===== src/rtl/game_tick_pkg.sv =====
// Shared types and defaults for the game tick scheduler: FSM state encoding,
// default divider constants and the agent index width helper.
package game_tick_pkg;

  typedef enum logic [0:0] {IDLE, GRANT} sched_state_t;

  localparam int unsigned DEF_PIX_DIV     = 4;
  localparam int unsigned DEF_CLKS_PER_MS = 100000;
  localparam int unsigned DEF_STEP_MS     = 16;
  localparam int unsigned DEF_N_AGENTS    = 5;
  localparam int unsigned DEF_TIMEOUT_MS  = 4;

  // A single agent still needs a 1-bit index.
  function automatic int unsigned agent_idx_w(input int unsigned n);
    return (n > 1) ? $clog2(n) : 1;
  endfunction

  localparam int unsigned AGENT_IDX_W = agent_idx_w(DEF_N_AGENTS);

endpackage


===== src/rtl/game_tick_scheduler_if.sv =====
// Scheduler <-> game logic bundle: run/done from the agents side, strobes,
// grants and status flags from the scheduler side.
interface game_tick_scheduler_if
  import game_tick_pkg::*;
#(
  parameter int unsigned N_AGENTS = DEF_N_AGENTS
);
  logic                run;
  logic [N_AGENTS-1:0] done;
  logic                pix_en;
  logic                ms_tick;
  logic                step_start;
  logic [N_AGENTS-1:0] grant;
  logic                busy;
  logic                overrun;
  logic [N_AGENTS-1:0] timeout_flags;

  modport master (
    input  run, done,
    output pix_en, ms_tick, step_start, grant, busy, overrun, timeout_flags
  );

  modport slave (
    output run, done,
    input  pix_en, ms_tick, step_start, grant, busy, overrun, timeout_flags
  );
endinterface


===== src/rtl/tick_divider.sv =====
// Free-running divider: counts 0..DIV-1 and emits a registered one-cycle
// strobe in the cycle after the counter reaches DIV-1.
module tick_divider #(
  parameter int unsigned DIV = 4
) (
  input  logic clk,
  input  logic rst,
  output logic tick
);
  localparam int unsigned CntW = (DIV > 1) ? $clog2(DIV) : 1;

  logic [CntW-1:0] cnt_q;
  logic            wrap;

  assign wrap = (cnt_q == CntW'(DIV - 1));

  always_ff @(posedge clk) begin
    if (rst) begin
      cnt_q <= '0;
      tick  <= 1'b0;
    end else begin
      cnt_q <= wrap ? '0 : cnt_q + 1'b1;
      tick  <= wrap;
    end
  end
endmodule


===== src/rtl/game_tick_scheduler.sv =====
// Game timing: pixel and 1 ms strobes plus a periodic step that grants agents
// in fixed order. Define UPD_TIMEOUT_EN to enable per-grant ms timeouts.
module game_tick_scheduler
  import game_tick_pkg::*;
#(
  parameter int unsigned PIX_DIV     = DEF_PIX_DIV,
  parameter int unsigned CLKS_PER_MS = DEF_CLKS_PER_MS,
  parameter int unsigned STEP_MS     = DEF_STEP_MS,
`ifdef UPD_TIMEOUT_EN
  parameter int unsigned TIMEOUT_MS  = DEF_TIMEOUT_MS,
`endif
  parameter int unsigned N_AGENTS    = DEF_N_AGENTS
) (
  input  logic                  clk,
  input  logic                  rst,
  game_tick_scheduler_if.master bus
);
  localparam int unsigned          IdxW    = agent_idx_w(N_AGENTS);
  localparam int unsigned          StepW   = (STEP_MS > 1) ? $clog2(STEP_MS) : 1;
  localparam logic [IdxW-1:0]      LastIdx = IdxW'(N_AGENTS - 1);

  logic                pix_en, ms_tick;
  logic [StepW-1:0]    step_cnt_q, step_cnt_d;
  logic                pend_q, pend_d, overrun_q, overrun_d;
  logic                due, consume, adv;
  sched_state_t        state_q, state_d;
  logic [IdxW-1:0]     idx_q, idx_d;
  logic [N_AGENTS-1:0] grant_q, grant_d;
  logic                busy_q, busy_d, step_start_q, step_start_d;
  logic [N_AGENTS-1:0] timeout_flags;

  tick_divider #(.DIV(PIX_DIV)) u_pix_div (.clk(clk), .rst(rst), .tick(pix_en));
  tick_divider #(.DIV(CLKS_PER_MS)) u_ms_div (.clk(clk), .rst(rst), .tick(ms_tick));

  assign due     = bus.run && ms_tick && (step_cnt_q == StepW'(STEP_MS - 1));
  assign consume = (state_q == IDLE) && pend_q && bus.run;

  // A due step arriving as IDLE consumes the old one simply re-arms pend.
  always_comb begin
    step_cnt_d = step_cnt_q;
    if (!bus.run) step_cnt_d = '0;
    else if (ms_tick) step_cnt_d = due ? '0 : step_cnt_q + 1'b1;
    pend_d    = due | (pend_q & ~consume);
    overrun_d = overrun_q | (due & pend_q & ~consume);
  end

`ifdef UPD_TIMEOUT_EN
  localparam int unsigned TmoW = (TIMEOUT_MS > 1) ? $clog2(TIMEOUT_MS) : 1;

  logic [TmoW-1:0]     tmo_cnt_q, tmo_cnt_d;
  logic [N_AGENTS-1:0] tmo_flags_q, tmo_flags_d;
  logic                tmo_hit;

  assign tmo_hit = (state_q == GRANT) && ms_tick && !bus.done[idx_q] &&
                   (tmo_cnt_q == TmoW'(TIMEOUT_MS - 1));
  assign adv     = (state_q == GRANT) && (bus.done[idx_q] || tmo_hit);

  always_comb begin
    tmo_cnt_d   = tmo_cnt_q;
    tmo_flags_d = tmo_flags_q;
    if (state_q != GRANT || adv) tmo_cnt_d = '0;
    else if (ms_tick) tmo_cnt_d = tmo_cnt_q + 1'b1;
    if (tmo_hit) tmo_flags_d[idx_q] = 1'b1;
  end

  always_ff @(posedge clk) begin
    if (rst) begin
      tmo_cnt_q   <= '0;
      tmo_flags_q <= '0;
    end else begin
      tmo_cnt_q   <= tmo_cnt_d;
      tmo_flags_q <= tmo_flags_d;
    end
  end

  assign timeout_flags = tmo_flags_q;
`else
  assign adv           = (state_q == GRANT) && bus.done[idx_q];
  assign timeout_flags = '0;
`endif

  always_comb begin
    state_d = state_q;
    idx_d   = idx_q;
    unique case (state_q)
      IDLE: begin
        if (consume) begin
          state_d = GRANT;
          idx_d   = '0;
        end
      end
      GRANT: begin
        if (adv) begin
          if (idx_q < LastIdx && bus.run) begin
            idx_d = idx_q + 1'b1;
          end else begin
            state_d = IDLE;
            idx_d   = '0;
          end
        end
      end
      default: state_d = IDLE;
    endcase
  end

  // Outputs decode the next state so the grant moves on the done edge itself.
  always_comb begin
    grant_d = '0;
    if (state_d == GRANT) grant_d[idx_d] = 1'b1;
    busy_d       = (state_d == GRANT);
    step_start_d = consume;
  end

  always_ff @(posedge clk) begin
    if (rst) begin
      state_q      <= IDLE;
      idx_q        <= '0;
      grant_q      <= '0;
      busy_q       <= 1'b0;
      step_start_q <= 1'b0;
      step_cnt_q   <= '0;
      pend_q       <= 1'b0;
      overrun_q    <= 1'b0;
    end else begin
      state_q      <= state_d;
      idx_q        <= idx_d;
      grant_q      <= grant_d;
      busy_q       <= busy_d;
      step_start_q <= step_start_d;
      step_cnt_q   <= step_cnt_d;
      pend_q       <= pend_d;
      overrun_q    <= overrun_d;
    end
  end

  assign bus.pix_en        = pix_en;
  assign bus.ms_tick       = ms_tick;
  assign bus.step_start    = step_start_q;
  assign bus.grant         = grant_q;
  assign bus.busy          = busy_q;
  assign bus.overrun       = overrun_q;
  assign bus.timeout_flags = timeout_flags;
endmodule

===== src/flat_wrapper.sv =====
// flat-port wrapper written by rule: the top's interface ports become plain ports
module game_tick_scheduler_flat import game_tick_pkg::*;
#(
  parameter int unsigned PIX_DIV     = DEF_PIX_DIV,
  parameter int unsigned CLKS_PER_MS = DEF_CLKS_PER_MS,
  parameter int unsigned STEP_MS     = DEF_STEP_MS,

  parameter int unsigned N_AGENTS    = DEF_N_AGENTS
)
  (clk, rst, bus_run, bus_done, bus_pix_en, bus_ms_tick, bus_step_start, bus_grant, bus_busy, bus_overrun, bus_timeout_flags);
  game_tick_scheduler_if #(.N_AGENTS(N_AGENTS)) bus_i ();
  input  logic clk;
  input  logic rst;
  input wire logic [$bits(bus_i.run)-1:0] bus_run;
  input wire logic [$bits(bus_i.done)-1:0] bus_done;
  output wire logic [$bits(bus_i.pix_en)-1:0] bus_pix_en;
  output wire logic [$bits(bus_i.ms_tick)-1:0] bus_ms_tick;
  output wire logic [$bits(bus_i.step_start)-1:0] bus_step_start;
  output wire logic [$bits(bus_i.grant)-1:0] bus_grant;
  output wire logic [$bits(bus_i.busy)-1:0] bus_busy;
  output wire logic [$bits(bus_i.overrun)-1:0] bus_overrun;
  output wire logic [$bits(bus_i.timeout_flags)-1:0] bus_timeout_flags;
  assign bus_i.run = bus_run;
  assign bus_i.done = bus_done;
  assign bus_pix_en = bus_i.pix_en;
  assign bus_ms_tick = bus_i.ms_tick;
  assign bus_step_start = bus_i.step_start;
  assign bus_grant = bus_i.grant;
  assign bus_busy = bus_i.busy;
  assign bus_overrun = bus_i.overrun;
  assign bus_timeout_flags = bus_i.timeout_flags;
  game_tick_scheduler #(.PIX_DIV(PIX_DIV), .CLKS_PER_MS(CLKS_PER_MS), .STEP_MS(STEP_MS), .N_AGENTS(N_AGENTS)) u_core (.clk(clk), .rst(rst), .bus(bus_i));
endmodule

===== config.mk =====
export PLATFORM = sky130hd
export DESIGN_NAME = game_tick_scheduler_flat
export DESIGN_NICKNAME = d
export VERILOG_FILES = /design/src/rtl/game_tick_pkg.sv /design/src/rtl/game_tick_scheduler_if.sv /design/src/rtl/tick_divider.sv /design/src/rtl/game_tick_scheduler.sv /design/src/flat_wrapper.sv
export SDC_FILE = /design/constraint.sdc
export NUM_CORES = 1
export LEC_CHECK = 0
export CAP_MARGIN = 20
export CORE_MARGIN = 2
export CORE_UTILIZATION = 50
export CTS_BUF_LIST = sky130_fd_sc_hd__clkbuf_8
export CTS_CLUSTER_DIAMETER = 50
export DETAILED_ROUTE_END_ITERATION = 7
export PLACE_DENSITY_LB_ADDON = 0.12
export SYNTH_ARGS = -nofsm -noshare
export SYNTH_HDL_FRONTEND = slang
export SYNTH_SLANG_ARGS = --single-unit

===== constraint.sdc =====
create_clock -name clk -period 1.75 [get_ports clk]
set_input_delay 0.4375 -clock clk [delete_from_list [all_inputs] [get_ports clk]]
set_output_delay 0.4375 -clock clk [all_outputs]
set_load 0.005 [all_outputs]

==> flow_summary.ini, run 1 <==
[status]
run_status = finished clean

[synth]
synth_cells = 171
yosysMostFrequentCell = dfxtp_1
yosysTopAreaCell = dfxtp_1
synth_top_area_share_pct = 45.5
synthFlopType = dfxtp_1
synth-async-reset-ratio_pct = 0
synthTopCellsByCount = 37 x dfxtp_1, 24 x nor2_1, 13 x xor2_1, 11 x nand2_1, 9 x nand4_1
ys_ff_latch = 37
synth_edf_count = 0
yosysWarnings = 0
synthDistinctLibCells = 36
syn_avg_cell_area_sq_um = 9.53
netlist_top_cells_area = dfxtp_1 45%, xor2_1 7.0%, nor2_1 5.5%
yosysSeqAreaShare_pct = 45.5
syn-cell-area_sq_um = 1630

[pwr]
p_int_w = 0.00146
switching_share_pct = 19.1
power.net_switching_w = 0.000344
p_clk_share_pct = 48.3
pwr-share-comb_pct = 3.8
power.share.sequential_pct = 47.9
fin_total_pwr_w = 0.00180
power_density_nw_per_um2 = 883
cellLeakagePower_nw = 0.775
peakVddDrop_v = 0.000547

[route]
wl_per_cell_microns = 12.7
post_drt_via_cell_ratio = 5.25
drtPass1Iterations = 4
drtIter0Drc = 60
wl_mm = 3.10
vias = 1282
drc = 0
ant_nets = 0

[cts]
cts_buffer_depth = 2
cts_setup_buffers = 0
clock_latency_ps = 290
cts_buffers = 5
cts.sinks = 37
holdBufCountCts = 0
cts_root_buf = clkbuf_8
clkTransAtPathRegs_ps = 70
htreeDepth = 2
cts_tree = done

[grt]
overflow = 0
grt_max_degree = 15
antenna_found_initial = 0
first_global_vias = 1238
grt_pass1_wl_mm = 5.32
track_usage_pct = 19.7

[sta]
drv_slew = 0
fin_worst_skew_ps = 3.92
fin_crit_sh_pct = 96.0
finalSetupViolCount = 0
max_freq_ghz = 0.595
grt_setup_unrepaired = yes
hold_viol = 0
final.setup.tns_ps = 0
period_needed_ps = 1680

[placement]
portBuffers = 17
dpl.hpwl_mm = 2.34
placed_cells = 236
place_congestion = 0.793

[cells_and_area]
drive_gt1_share_pct = 14.5
layout.cells.non_filler = 244
multi_input_area_sq_um = 842
seq_area_sq_um = 743
nets = 211
antenna_cells = 0
nFillCells = 254
fin_util_pct = 66.3
area.growth.synth_to_final_pct = 25.2

[floorplan]
dieArea_sq_um = 3730
core-area_sq_um = 3080
io_pins = 23
rows = 20
fp.dieH_microns = 61.1
die_w_microns = 61.1
initial_utilization_pct = 52.9

[setup_path]
critPathBufInv = 1
critPathArrivalTime_ps = 1240
cp-start-kind = register
critPathRequiredTime_ps = 1310
crit_chain = clkdlybuf4s50_1
worst_path_max_delay_cell = clkdlybuf4s50_1
crit_path_end_kind = output port
crit_path_max_fanout = 6
path_class = register to output port
cpPeakStageDelay_ps = 530
crit_family = buffers and inverters

[run]
drv_cap = 0

[worst_hold_path]
worstHoldPathType = register to register
[layout by cell type (no fill, tap or decap), types with 2 or more instances in the layout]
master,count
dfxtp_1,35
nor2_1,23
xor2_1,13
clkdlybuf4s50_1,13
nand2_1,10
nand4_1,9
buf_4,8
nor3_1,6
inv_1,5
and4_1,5
nand3_1,5
conb_1,5
clkbuf_8,5
o21ai_0,4
a21oi_1,4
nor3b_1,4
ha_1,4
and2_1,3
mux2i_1,3
dlygate4sd2_1,3
nor4bb_1,2
and3_1,2
nand3b_1,2
nor2b_1,2
mux2_2,2
or3_1,2
xnor2_1,2
bufinv_16,2
dfxtp_2,2
[state kept, by name, summed over array words and instances (netlist names)]
signal,flops
u_core.bus.grant,5
u_core.bus.overrun,1
u_core.bus.step_start,1
u_core.idx_q,3
u_core.pend_q,1
u_core.state_q,1
u_core.step_cnt_q,4
u_core.u_ms_div.cnt_q,17
u_core.u_ms_div.tick,1
u_core.u_pix_div.cnt_q,2
u_core.u_pix_div.tick,1
[cells by family after synthesis]
logic type,after synthesis,share of synthesized area [%]
AND/OR/NAND/NOR,82,28.7
adder cells (fa/ha/maj),4,3.07
multiplexers,6,4.61
flip-flops,37,45.5
buffers and inverters,14,4.45
XOR/XNOR,15,8.06
other,1,0.230
AO/OA/AOI/OAI,12,5.38
[power groups by stage]
stage	clock network [W]	registers, W	logic [W]
finish	0.000869	0.000862	0.0000689
global route	0.000928	0.000863	0.0000776
CTS	0.000891	0.000862	0.0000693
detailed placement	0	0.000882	0.0000720
global placement	0	0.000881	0.0000699
floorplan	0	0.000880	0.0000419
[layout make-up]
| type | instances | share of cell area, % |
|---|---|---|
| timing repair buffer | 26 | 12.1 |
| tap | 44 | 2.70 |
| inverter | 5 | 0.920 |
| multi-input combinational | 124 | 41.3 |
| clock buffer | 5 | 3.37 |
| sequential | 37 | 36.4 |
| clock inverter | 3 | 3.19 |
[through the flow]
stage	setup slack (ps)	area, sq um	hold slack [ps]
2_1_floorplan	84.4	1640	398
3_3_place_gp	-423	1900	409
3_5_place_dp	-418	1900	416
4_1_cts	1.13	2030	428
5_1_grt	-10.5	2040	447
6_report	69.2	2040	424
[final timing paths]
check,start,end,slack [ps],cells past startpoint
min,u_core.u_pix_div.cnt_q[0],u_core.u_pix_div.cnt_q[0],420,1
min reg2reg,u_core.u_pix_div.cnt_q[0],u_core.u_pix_div.cnt_q[0],420,1
max,u_core.u_ms_div.tick,bus_ms_tick,70,1
max reg2reg,u_core.idx_q[0],u_core.bus.grant[3],90,4
[per-layer routing]
layer,GRT usage [%],share of wire (%)
met4,7.76,1.5
met2,31.8,48
met3,6.72,4.6
met5,0,0
met1,24.3,46
[repair_timing]
item / in CTS / in global routing
pin swaps: 3 / 1
hold endpoints to repair: 0 / 0
endpoints found under the setup margin: 6 / 6
gates resized for setup: 8 / 2
No activity file was read; power rests on OpenSTA's default activity.
==> run 2: changes to the inputs <==
Settings changed: GPL_TIMING_DRIVEN set to 0.
==> flow_summary.ini, run 2 (synthesis results as in run 1) <==
[worst_hold_path]
worstHoldPathType = register to register
min_to = u_core.u_pix_div.cnt_q[0]
min_from = u_core.u_pix_div.cnt_q[0]
holdPathStages = 1

[setup_path]
path_class = primary input to register
cpPeakStageDelay_ps = 520
critPathBufInv = 1
crit_chain = dlygate4sd2_1 > mux4_2 > nand2_1 > mux2_2 > nor3_2
crit_path_end_kind = register
reg2reg_to = u_core.bus.grant[2]
critPathArrivalTime_ps = 1930
r2r_cells = 4
critPathRequiredTime_ps = 1970
crit_family = multiplexers
cp-start-kind = primary input
crit_path_max_fanout = 3
worst_path_max_delay_cell = mux4_2
timing.rr.start = u_core.idx_q[0]
r2r_slack_ps = 50

[cells_and_area]
final_cell_mix = 35 x dfxtp_1, 23 x nor2_1, 13 x xor2_1
drive_gt1_share_pct = 15.7
antenna_cells = 0
nets = 210
fin_util_pct = 64.9
largest_reg_flops = 17
area.growth.synth_to_final_pct = 22.7
layout_commonest_cell = dfxtp_1
nFillCells = 273
finalInstanceArea_sq_um = 2000
layout.cells.non_filler = 242
regMostFlops = u_core.u_ms_div.cnt_q

[sta]
hold_viol = 0
fin_crit_sh_pct = 97.9
tightest_slew_ps = 541
slew-limit-headroom_pct = 63.9
fin_ws_ps = 37.4
period_needed_ps = 1710
drv_slew = 0
fin_worst_skew_ps = 4.01
finalSetupViolCount = 0
max_freq_ghz = 0.584
final.setup.tns_ps = 0

[grt]
first_global_vias = 1269
grt_pass1_wl_mm = 5.60
antenna_found_initial = 0
track_usage_pct = 21.4
overflow = 0
grt_max_degree = 11

[floorplan]
die_w_microns = 61.1
dieArea_sq_um = 3730
core-area_sq_um = 3080
initial_utilization_pct = 52.9
fp.dieH_microns = 61.1
rows = 20
io_pins = 23

[pwr]
power_density_nw_per_um2 = 760
peakVddDrop_v = 0.000814
cellLeakagePower_nw = 0.750

[route]
drtPass1Iterations = 5
vias = 1311
ant_nets = 0
wl_mm = 3.24
drc = 0
top_layer = met4
drtIter0Drc = 57
wl_met1_mm = 1.46
met2WireLength_mm = 1.54
post_drt_via_cell_ratio = 5.42
wl_per_cell_microns = 13.4
wl_met3_microns = 197

[placement]
place_area_sq_um = 1870
place_ws_ps = -417
dpl.hpwl_mm = 2.22
portBuffers = 17
place_congestion = 0.774
placed_cells = 236

[cts]
cts_tree = done
cts_root_buf = clkbuf_8
holdBufCountCts = 0
cts_buffers = 5
cts_buffer_depth = 2
clock_latency_ps = 290
clkTransAtPathRegs_ps = 70
cts.sinks = 37
htreeDepth = 2

[run]
drv_cap = 0

[status]
run_status = finished clean
-- run 2: layout make-up --
cell class	count	area, sq um	area share (%)
flip-flops and latches	37	746	37.3
inverters	5	18.8	0.939
multi-input cells	124	868	43.5
repair buffers	18	175	8.77
clock inverters	1	3.75	0.188
clock buffers	6	82.6	4.13
well taps	44	55.1	2.76
plain buffers	7	48.8	2.44
-- run 2: how the worst max path moves through the flow --
stage | from | endpoint | slack [ps] | depth (start not counted)
floorplan | u_core.idx_q[0] | u_core.bus.grant[3] | 80 | 4
global placement | bus_done[2] | u_core.bus.grant[3] | -380 | 5
detailed placement | bus_done[2] | u_core.bus.grant[3] | -420 | 5
CTS | u_core.idx_q[0] | u_core.bus.grant[1] | -1 | 4
global route | u_core.idx_q[0] | u_core.bus.grant[4] | -20 | 4
finish | bus_done[2] | u_core.bus.grant[2] | 40 | 5
-- run 2: power breakdown --
| part | internal (W) | switching [W] |
|---|---|---|
| registers | 0.000853 | 0.00000810 |
| logic | 0.0000356 | 0.0000339 |
| clock network | 0.000306 | 0.000282 |
-- run 2: through the flow --
step	total power, W	hold WS (ps)
floorplan	0.000922	398
CTS	0.00154	441
detailed placement	0.000954	429
global placement	0.000951	409
finish	0.00152	434
global route	0.00159	464
-- run 2: timing repair --
| action | in CTS | in global routing |
|---|---|---|
| endpoints found under the setup margin | 16 | 16 |
| pin swaps | 6 | 4 |
| gates resized for setup | 14 | 5 |
| gates cloned | 0 | 0 |
| setup buffers | 1 | 0 |
-- run 2: per-layer routing --
layer,vias to the layer above,GRT usage (%)
li1,650,-
met1,616,26.0
met2,39,33.4
met3,6,9.45
met4,0,8.39
met5,-,0
-- run 2: worst reg2reg max path: stages, from the launching register on --
cell     delay, ps
dfxtp_4        350
mux4_2         550
nand2_1        180
mux2_2         390
nor3_2         170
==> run 3: changes to the inputs <==
Settings changed: CORE_UTILIZATION 50 to 40, SYNTH_HIERARCHICAL set to 1.
==> flow_summary.ini, run 3 <==
[run]
drv_cap = 0

[pwr]
power.share.sequential_pct = 57.3
fin_total_pwr_w = 0.00151
switching_share_pct = 23.0
p_clk_share_pct = 37.4
pwr-share-comb_pct = 5.3
p_int_w = 0.00116
peakVddDrop_v = 0.000419
power.net_switching_w = 0.000347
power_density_nw_per_um2 = 715
cellLeakagePower_nw = 0.783

[sta]
grt_setup_unrepaired = yes
max_freq_ghz = 0.577
fin_worst_skew_ps = 4.83
tightest_slew_ps = 636
final.setup.tns_ps = 0
fin_crit_sh_pct = 99.0
period_needed_ps = 1730
finalSetupViolCount = 0
slew-limit-headroom_pct = 57.6
drv_slew = 0
hold_viol = 0
hold_ws_ps = 439

[cts]
holdBufCountCts = 0
cts_buffers = 5
htreeDepth = 2
clkTransAtPathRegs_ps = 70
clock_latency_ps = 290
cts_root_buf = clkbuf_8
cts_tree = done
cts.sinks = 37
cts_buffer_depth = 2

[floorplan]
io_pins = 23
dieArea_sq_um = 4930
fp.dieH_microns = 70.2
rows = 24
die_w_microns = 70.2
core-area_sq_um = 4290
initial_utilization_pct = 40.9

[synth]
synth_top_area_share_pct = 42.2
synth_edf_count = 0
yosysTopAreaCell = dfxtp_1
ys_ff_latch = 37
yosysMostFrequentCell = dfxtp_1
synth_cells = 178
syn-cell-area_sq_um = 1760
syn_avg_cell_area_sq_um = 9.86
yosysWarnings = 6
synthFlopType = dfxtp_1
synth-async-reset-ratio_pct = 0
synthDistinctLibCells = 49
synthTopCellsByCount = 37 x dfxtp_1, 28 x nor2_1, 12 x xnor2_1, 9 x nand2_1, 8 x nor3_1
netlist_top_cells_area = dfxtp_1 42%, nor2_1 6.0%, xnor2_1 6.0%
yosysSeqAreaShare_pct = 42.2

[cells_and_area]
nets = 218
regMostFlops = u_core/u_ms_div/cnt_q
final_cell_mix = 33 x dfxtp_1, 28 x nor2_1, 12 x xnor2_1
area.growth.synth_to_final_pct = 20.2
nFillCells = 408
layout_commonest_cell = dfxtp_1
finalInstanceArea_sq_um = 2110
antenna_cells = 0
largest_reg_flops = 17
fin_util_pct = 49.2
drive_gt1_share_pct = 21.3

[grt]
track_usage_pct = 16.0
first_global_vias = 1365
grt_pass1_wl_mm = 6.24
grt_max_degree = 15
overflow = 0
antenna_found_initial = 0

[placement]
portBuffers = 16
place_congestion = 0.778
dpl.hpwl_mm = 2.63
place_area_sq_um = 2000

[route]
wl_per_cell_microns = 13.8
drtIter0Drc = 43
drc = 0
post_drt_via_cell_ratio = 5.19
drtPass1Iterations = 4
vias = 1344
ant_nets = 0
wl_mm = 3.58

[setup_path]
crit_path_max_fanout = 4
cp-start-kind = primary input
critPathRequiredTime_ps = 1960
crit_path_end_kind = register
path_class = primary input to register
critPathArrivalTime_ps = 1940

[worst_hold_path]
worstHoldPathType = register to register

[status]
run_status = finished clean
## run 3: logic make-up after synthesis
group                    Yosys count  synth area share [%]
XOR/XNOR                          17                  8.48
multiplexers                       5                  3.56
adder cells (fa/ha/maj)            4                  2.85
flip-flops                        37                  42.2
other                              1                 0.214
buffers and inverters             13                  4.70
AO/OA/AOI/OAI                     17                  7.91
AND/OR/NAND/NOR                   84                  30.1
## run 3: critical path, stage by stage
cell and delay, ps:
dlygate4sd2_1 260, mux4_2 470, a32o_2 270, a311o_1 360, nor3_1 140
## run 3: power groups by stage
stage                     clock [W]  combinational, W  sequential (W)
after floorplan                   0         0.0000516        0.000883
after global placement            0         0.0000812        0.000884
after global routing       0.000627         0.0000927        0.000865
final                      0.000564         0.0000805        0.000864
after CTS                  0.000590         0.0000796        0.000865
after detailed placement          0         0.0000833        0.000885
## run 3: routing by layer
metal  up-vias  GRT usage (%)  share of wire, %  wire [microns]
li1        684              -                 -               -
met1       637           19.1                45            1630
met2        18           27.0                50            1790
met3         5           5.05               3.6             129
met4         0           5.13              0.98              35
met5         -              0                 0               0
## run 3: path summary, 6_finish.rpt
check                            startpoint                   endpoint  slack [ps]  depth (start not counted)
setup / recovery                bus_done[3]        u_core/bus.grant[3]          20                          5
hold / removal    u_core/u_pix_div/cnt_q[0]  u_core/u_pix_div/cnt_q[0]         440                          1
setup reg to reg            u_core/idx_q[0]        u_core/bus.grant[3]          30                          4
hold reg to reg   u_core/u_pix_div/cnt_q[0]  u_core/u_pix_div/cnt_q[0]         440                          1
## run 3: what timing repair did
item / CTS / global route
gates resized for setup: 10 / 6
setup buffers: 2 / 0
endpoints found under the setup margin: 6 / 6
pin swaps: 3 / 2
## run 3: final cells by class
type	count	area [sq um]	area share (%)
clock inverters	3	13.8	0.652
plain buffers	7	52.6	2.49
clock buffers	5	68.8	3.26
multi-input cells	132	975	46.2
repair buffers	18	169	8.00
flip-flops and latches	37	748	35.4
well taps	52	65.1	3.08
inverters	5	18.8	0.889
## run 3: through the flow
stage,cells,worst slack [ps]
2_1_floorplan,182,104
3_3_place_gp,250,-499
3_5_place_dp,250,-537
4_1_cts,260,-106
5_1_grt,259,-26.0
6_report,259,17.0
